$ cat config.mk
export PLATFORM = sky130hd
export DESIGN_NAME = mem_port_arbiter
export DESIGN_NICKNAME = d
export VERILOG_FILES = /design/src/rtl/mem_port_arbiter.sv
export SDC_FILE = /design/constraint.sdc
export NUM_CORES = 1
export LEC_CHECK = 0
export CAP_MARGIN = 20
export CORE_MARGIN = 10
export CORE_UTILIZATION = 45
export CTS_BUF_LIST = sky130_fd_sc_hd__clkbuf_8
export DETAILED_ROUTE_END_ITERATION = 12
export GPL_TIMING_DRIVEN = 0
export PLACE_DENSITY_LB_ADDON = 0.25
export SLEW_MARGIN = 30
export SYNTH_ARGS = -nofsm -noshare
export SYNTH_HDL_FRONTEND = slang
export SYNTH_SLANG_ARGS = --single-unit
$ cat constraint.sdc
create_clock -name i_clk -period 30.5 [get_ports i_clk]
set_input_delay 6.1 -clock i_clk [delete_from_list [all_inputs] [get_ports i_clk]]
set_output_delay 6.1 -clock i_clk [all_outputs]
set_load 0.01 [all_outputs]
$ cat src/rtl/mem_port_arbiter.sv
// mem_port_arbiter
// Shares one variable-latency memory port between instruction fetch and
// data load/store. Each side has a one-deep pending slot. Only one memory
// transaction is outstanding at a time. Data has priority, but after
// STARVE_LIMIT consecutive data grants with a fetch waiting, the fetch wins.
// Each response is routed back to the side that owns the flight.
//
// Ports:
//   i_clk, i_rst                      clock, async active-high reset
//   i_i_valid_addr/i_i_addr           fetch request pulse + address
//   i_flush                           cancel older fetch state (taken jump)
//   o_i_valid_inst/o_i_inst           fetch response pulse + 32-bit instruction
//   i_d_valid_addr/i_d_addr/i_d_wen/i_d_wdata  data request pulse + payload
//   o_d_valid/o_d_rdata               data completion pulse + load data (0 for stores)
//   o_m_valid/o_m_addr/o_m_wen/o_m_wdata       memory request (registered)
//   i_m_valid_data/i_m_rdata          memory response/ack
//   o_err                             sticky protocol-error flag
module mem_port_arbiter #(
    parameter int ADDR_W       = 64,
    parameter int DATA_W       = 64,
    parameter int STARVE_LIMIT = 2
) (
    input  logic              i_clk,
    input  logic              i_rst,
    input  logic              i_i_valid_addr,
    input  logic [ADDR_W-1:0] i_i_addr,
    input  logic              i_flush,
    output logic              o_i_valid_inst,
    output logic [31:0]       o_i_inst,
    input  logic              i_d_valid_addr,
    input  logic [ADDR_W-1:0] i_d_addr,
    input  logic              i_d_wen,
    input  logic [DATA_W-1:0] i_d_wdata,
    output logic              o_d_valid,
    output logic [DATA_W-1:0] o_d_rdata,
    output logic              o_m_valid,
    output logic [ADDR_W-1:0] o_m_addr,
    output logic              o_m_wen,
    output logic [DATA_W-1:0] o_m_wdata,
    input  logic              i_m_valid_data,
    input  logic [DATA_W-1:0] i_m_rdata,
    output logic              o_err
);

    localparam logic [3:0] LIMIT = 4'(STARVE_LIMIT);

    typedef enum logic [1:0] {IDLE, BUSY_I, BUSY_D} state_t;
    state_t state, state_nx;

    logic              i_pend;
    logic [ADDR_W-1:0] i_pend_addr;
    logic              d_pend;
    logic [ADDR_W-1:0] d_pend_addr;
    logic              d_pend_wen;
    logic [DATA_W-1:0] d_pend_wdata;
    logic [3:0]        starve_cnt;
    logic              fl_hi;      // in-flight fetch selects upper word
    logic              fl_cancel;  // in-flight fetch was flushed
    logic              fl_store;   // in-flight data op is a store

    logic              idle;
    logic              i_occ, i_acc, i_drop;
    logic              d_occ, d_acc, d_drop;
    logic              ip, dp;
    logic [ADDR_W-1:0] ia, da;
    logic              dw;
    logic [DATA_W-1:0] dwd;
    logic              grant_i, grant_d;
    logic              resp, mem_err;

    always_comb begin
        idle   = (state == IDLE);
        // A flush retires all older fetch state, so a fetch in the same
        // cycle is never treated as a re-request.
        i_occ  = !i_flush && (i_pend || (state == BUSY_I && !fl_cancel));
        i_acc  = i_i_valid_addr && !i_occ;
        i_drop = i_i_valid_addr && i_occ;
        d_occ  = d_pend || (state == BUSY_D);
        d_acc  = i_d_valid_addr && !d_occ;
        d_drop = i_d_valid_addr && d_occ;

        // Effective pending requests, with same-cycle arrivals bypassed in.
        ip  = (i_pend && !i_flush) || i_acc;
        ia  = i_acc ? i_i_addr : i_pend_addr;
        dp  = d_pend || d_acc;
        da  = d_acc ? i_d_addr  : d_pend_addr;
        dw  = d_acc ? i_d_wen   : d_pend_wen;
        dwd = d_acc ? i_d_wdata : d_pend_wdata;

        grant_i = idle && ip && (!dp || starve_cnt == LIMIT);
        grant_d = idle && dp && !grant_i;
        resp    = i_m_valid_data && !idle;
        mem_err = i_m_valid_data && idle;
    end

    always_comb begin
        state_nx = state;
        case (state)
            IDLE: begin
                if (grant_i)      state_nx = BUSY_I;
                else if (grant_d) state_nx = BUSY_D;
            end
            BUSY_I, BUSY_D: if (i_m_valid_data) state_nx = IDLE;
            default: state_nx = IDLE;
        endcase
    end

    always_ff @(posedge i_clk or posedge i_rst) begin
        if (i_rst) state <= IDLE;
        else       state <= state_nx;
    end

    always_ff @(posedge i_clk or posedge i_rst) begin
        if (i_rst) begin
            i_pend         <= 1'b0;
            i_pend_addr    <= '0;
            d_pend         <= 1'b0;
            d_pend_addr    <= '0;
            d_pend_wen     <= 1'b0;
            d_pend_wdata   <= '0;
            starve_cnt     <= '0;
            fl_hi          <= 1'b0;
            fl_cancel      <= 1'b0;
            fl_store       <= 1'b0;
            o_m_valid      <= 1'b0;
            o_m_addr       <= '0;
            o_m_wen        <= 1'b0;
            o_m_wdata      <= '0;
            o_i_valid_inst <= 1'b0;
            o_i_inst       <= '0;
            o_d_valid      <= 1'b0;
            o_d_rdata      <= '0;
            o_err          <= 1'b0;
        end else begin
            // Pending slots: a granted request never lands in its slot.
            if (grant_i)      i_pend <= 1'b0;
            else if (i_acc) begin
                i_pend      <= 1'b1;
                i_pend_addr <= i_i_addr;
            end else if (i_flush) i_pend <= 1'b0;

            if (grant_d)      d_pend <= 1'b0;
            else if (d_acc) begin
                d_pend       <= 1'b1;
                d_pend_addr  <= i_d_addr;
                d_pend_wen   <= i_d_wen;
                d_pend_wdata <= i_d_wdata;
            end

            if (grant_i)            starve_cnt <= '0;
            else if (grant_d && ip) starve_cnt <= starve_cnt + 4'd1;
            else if (!ip)           starve_cnt <= '0;

            if (grant_i)                          fl_cancel <= 1'b0;
            else if (i_flush && state == BUSY_I)  fl_cancel <= 1'b1;

            o_m_valid <= grant_i || grant_d;
            if (grant_i) begin
                o_m_addr  <= ia;
                o_m_wen   <= 1'b0;
                o_m_wdata <= '0;
                fl_hi     <= ia[2];
            end else if (grant_d) begin
                o_m_addr  <= da;
                o_m_wen   <= dw;
                o_m_wdata <= dwd;
                fl_store  <= dw;
            end

            // A flush landing with the response also suppresses it.
            o_i_valid_inst <= resp && state == BUSY_I && !fl_cancel && !i_flush;
            if (resp && state == BUSY_I && !fl_cancel && !i_flush)
                o_i_inst <= fl_hi ? i_m_rdata[63:32] : i_m_rdata[31:0];

            o_d_valid <= resp && state == BUSY_D;
            if (resp && state == BUSY_D)
                o_d_rdata <= fl_store ? '0 : i_m_rdata;

            o_err <= o_err | i_drop | d_drop | mem_err;
        end
    end

endmodule

==> results.py <==
metrics = {
    "drt": {
        "vias": 15000,
        "drt_iter0_markers": 1101,
        "drtAntennaViolNets": 0,
        "drtPass1Iterations": 6,
        "drcViolationCount": 0,
        "wire_per_inst_um": 22.7,
        "wirelength_um": 63900,
        "vias_per_cell": 5.33,
    },
    "critical_path": {
        "cp-start-kind": "input port",
        "criticalPathCategory": "input port to register",
        "cp.buffers_inverters": 3,
        "cp_slowest_cell": "clkbuf_1",
        "max_stage_delay_ns": 0.55,
        "crit_path_end_kind": "register",
        "timing.rr.end": "o_m_addr[20]",
        "cpLargestDelayFamily": "buffers and inverters",
        "reg2regPathDepth": 8,
        "r2r-start": "starve_cnt[0]",
        "worstPathArrival_ns": 8.83,
        "critPathMaxFanout": 10,
        "r2r_setup_slack_ns": 27.52,
        "cp_cell_sequence": "clkdlybuf4s50_1, or3b_4, a21oi_4, a21bo_2, clkbuf_2, clkbuf_1, nand2_1, o221ai_1",
        "path_depth": 8,
        "cp.required_ns": 31.02,
        "cp-startpoint": "i_flush",
    },
    "final_layout": {
        "fill_cells": 3365,
        "drive_above_1_share": 0.122,
        "multi_input_area_mm2": 0.00759,
        "design_area_mm2": 0.0263,
        "area_growth_pct": 38.3,
        "layout.nets": 2470,
        "regArea_mm2": 0.0108,
    },
    "sta": {
        "fmax_mhz": 120,
        "slew_headroom": 0.411,
        "hold_slack_ns": 0.476,
        "grt_setup_unrepaired": "false",
        "skew_ns": 0.0219,
        "period_minus_slack_ns": 8.31,
        "setup_viol": 0,
        "tns_ns": 0,
        "finalHoldViolations": 0,
        "worst_pin_slew_ns": 0.884,
        "layout_worst_path_cycle_share": 0.273,
        "slew_viol_final": 0,
    },
    "floorplanning": {
        "io_pins": 492,
        "core_area_mm2": 0.0419,
        "start_util": 0.454,
        "die_w_um": 226,
        "placementRows": 75,
        "die_h_um": 226,
        "dieArea_mm2": 0.0509,
    },
    "synthesis": {
        "syn_area_mm2": 0.0190,
        "ys_ff_latch": 433,
        "syn_nets": 1896,
        "ys_seq_area_frac": 0.570,
        "synth_cell_types": 32,
        "syn_inst": 1628,
        "yosys-top-cells-area": "dfrtp_1, mux2i_1, mux2_4, nand2_1, o21ai_0",
        "avgSynthCellArea_um2": 11.7,
        "ys_warn_count": 0,
        "yosysTopAreaCell": "dfrtp_1",
        "synth_top_cell_area_share": 0.570,
    },
    "job": {
        "cap_viol_max_count": 0,
    },
    "pwr": {
        "power_leakage_nw": 11.5,
        "vdd_ir_drop_max_mv": 0.0567,
        "power_mw": 2.82,
        "p_per_area_mw_per_mm2": 107,
    },
    "clock_network": {
        "cts.sinks": 433,
        "clock_path_buffers": 3,
        "post_cts_buffers": 0,
        "root_buffer": "clkbuf_8",
        "worstSkewPairLatency_ns": 0.63,
        "cts_resized": 0,
        "hold_buffers": 0,
        "cts_buffers": 76,
        "cts_tree": "done",
        "clkTransAtPathRegs_ns": 0.06,
        "ctsHtreeMaxLevel": 3,
    },
    "placement": {
        "io_buffers": 491,
        "dp_hpwl_um": 47300,
        "place_area_mm2": 0.0248,
        "gp_routability_congestion": 0.845,
    },
    "run_status": {
        "status": "complete, no violations",
    },
    "global_route": {
        "grt_usage": 0.247,
        "grt_first_pass_wirelength_um": 96500,
        "antenna_found_initial": 21,
        "grt_pass1_vias": 15800,
        "grt_remaining_overflow": 0,
        "grt_max_degree": 93,
    },
    "min_path": {
        "hold_start": "o_i_inst[12]",
        "hold_path.class": "register to register",
        "whs_path_depth": 2,
        "min_to": "o_i_inst[12]",
    },
}
metal layers:
| metal | vias up | GRT usage | wire length [µm] |
|---|---|---|---|
| met1 | 7478 | 0.290 | 25300 |
| li1 | 6845 | - | - |
| met2 | 513 | 0.405 | 31000 |
| met3 | 118 | 0.0932 | 5710 |
| met5 | - | 0 | 83 |
| met4 | 12 | 0.0878 | 1800 |
cell families (layout without fill, tap and decap cells):
family,after synthesis,after routing,synth area share
fa+ha+maj,5,5,0.00329
flops,433,433,0.570
buf+inv,129,755,0.0309
mux,346,346,0.208
compound gates,320,320,0.0991
simple gates,395,395,0.0890
other cells,0,16,0
Yosys cell counts:
master    count
o221ai_1     63
inv_1         8
or3b_4        1
a21oi_4       1
a211o_1       1
o21ba_2       1
a21o_1        3
dfrtp_1     433
clkbuf_1     78
nor2_1       84
buf_6        10
mux2i_1     224
and3_1        1
o21ai_0     165
nor2b_1       5
nand3b_1      1
o22ai_1       1
mux2_4       90
nand3_1       1
buf_2        22
and2_1        2
or3b_2        1
nand2_1     231
a21bo_2       1
o221ai_2      1
nand2b_1     66
ha_1          5
a21oi_1      82
nor3b_1       2
o211ai_1      1
mux2_2       32
buf_1        11
placed cells by master (no fill, tap or decap), types with 2 or more instances in the layout:
cell	netlist	final
buf_1	11	11
diode_2	0	16
mux2i_1	224	224
mux2_4	90	90
o21ai_0	165	165
dfrtp_1	433	433
a21oi_1	82	82
buf_16	0	5
ha_1	5	5
clkdlybuf4s50_1	0	491
inv_1	8	30
clkinv_2	0	7
nand2b_1	66	66
nand2_1	231	231
nor2b_1	5	5
nor2_1	84	84
clkbuf_8	0	98
o221ai_1	63	63
buf_2	22	22
mux2_2	32	32
nor3b_1	2	2
clkbuf_1	78	77
and2_1	2	2
buf_6	10	10
a21o_1	3	3
state kept, by name, indices dropped and copies added (netlist names):
| name | flops |
|---|---|
| fl_cancel | 1 |
| o_m_wdata | 64 |
| d_pend_addr | 64 |
| o_d_rdata | 64 |
| o_m_addr | 64 |
| state | 2 |
| o_i_inst | 32 |
| fl_hi | 1 |
| i_pend | 1 |
| d_pend | 1 |
| o_i_valid_inst | 1 |
| d_pend_wdata | 64 |
| o_err | 1 |
| o_d_valid | 1 |
| d_pend_wen | 1 |
| i_pend_addr | 64 |
| fl_store | 1 |
| o_m_valid | 1 |
| starve_cnt | 4 |
| o_m_wen | 1 |
tightest hold or removal path, delay by kind of cell (launching register included):
| family | cells | cell delay [ns] |
|---|---|---|
| compound gates | 1 | 0.06 |
| flops | 1 | 0.34 |
| simple gates | 1 | 0.04 |
power breakdown:
part | switching [mW] | internal [mW] | total [mW]
sequential | 0.152 | 0.853 | 1.01
combinational | 0.637 | 0.644 | 1.28
clock | 0.241 | 0.294 | 0.536
total | 1.03 | 1.79 | 2.82
per-stage QoR:
stage / worst slack (ns) / cells / util
final: 22.19 / 2809 / 0.628
after global routing: 22.09 / 2803 / 0.628
after CTS: 22.24 / 2793 / 0.627
after detailed placement: 21.59 / 2663 / 0.591
after global placement: 6.99 / 2658 / 0.588
after floorplan: 12.34 / 1628 / -
worst max-delay path by stage:
stage | to
final | o_m_addr[3]
after global routing | o_m_addr[0]
after global placement | o_m_addr[24]
after CTS | o_m_addr[3]
after floorplan | d_pend
after detailed placement | o_m_addr[13]
final cells by class:
cell class,instances,area share
diodes,16,0.00152
clock inverters,32,0.00604
well taps,539,0.0256
plain buffers,121,0.0212
inverters,8,0.00143
clock buffers,98,0.0513
flip-flops and latches,433,0.412
repair buffers,496,0.192
multi-input cells,1066,0.289
(Power assumes the default switching activity.)
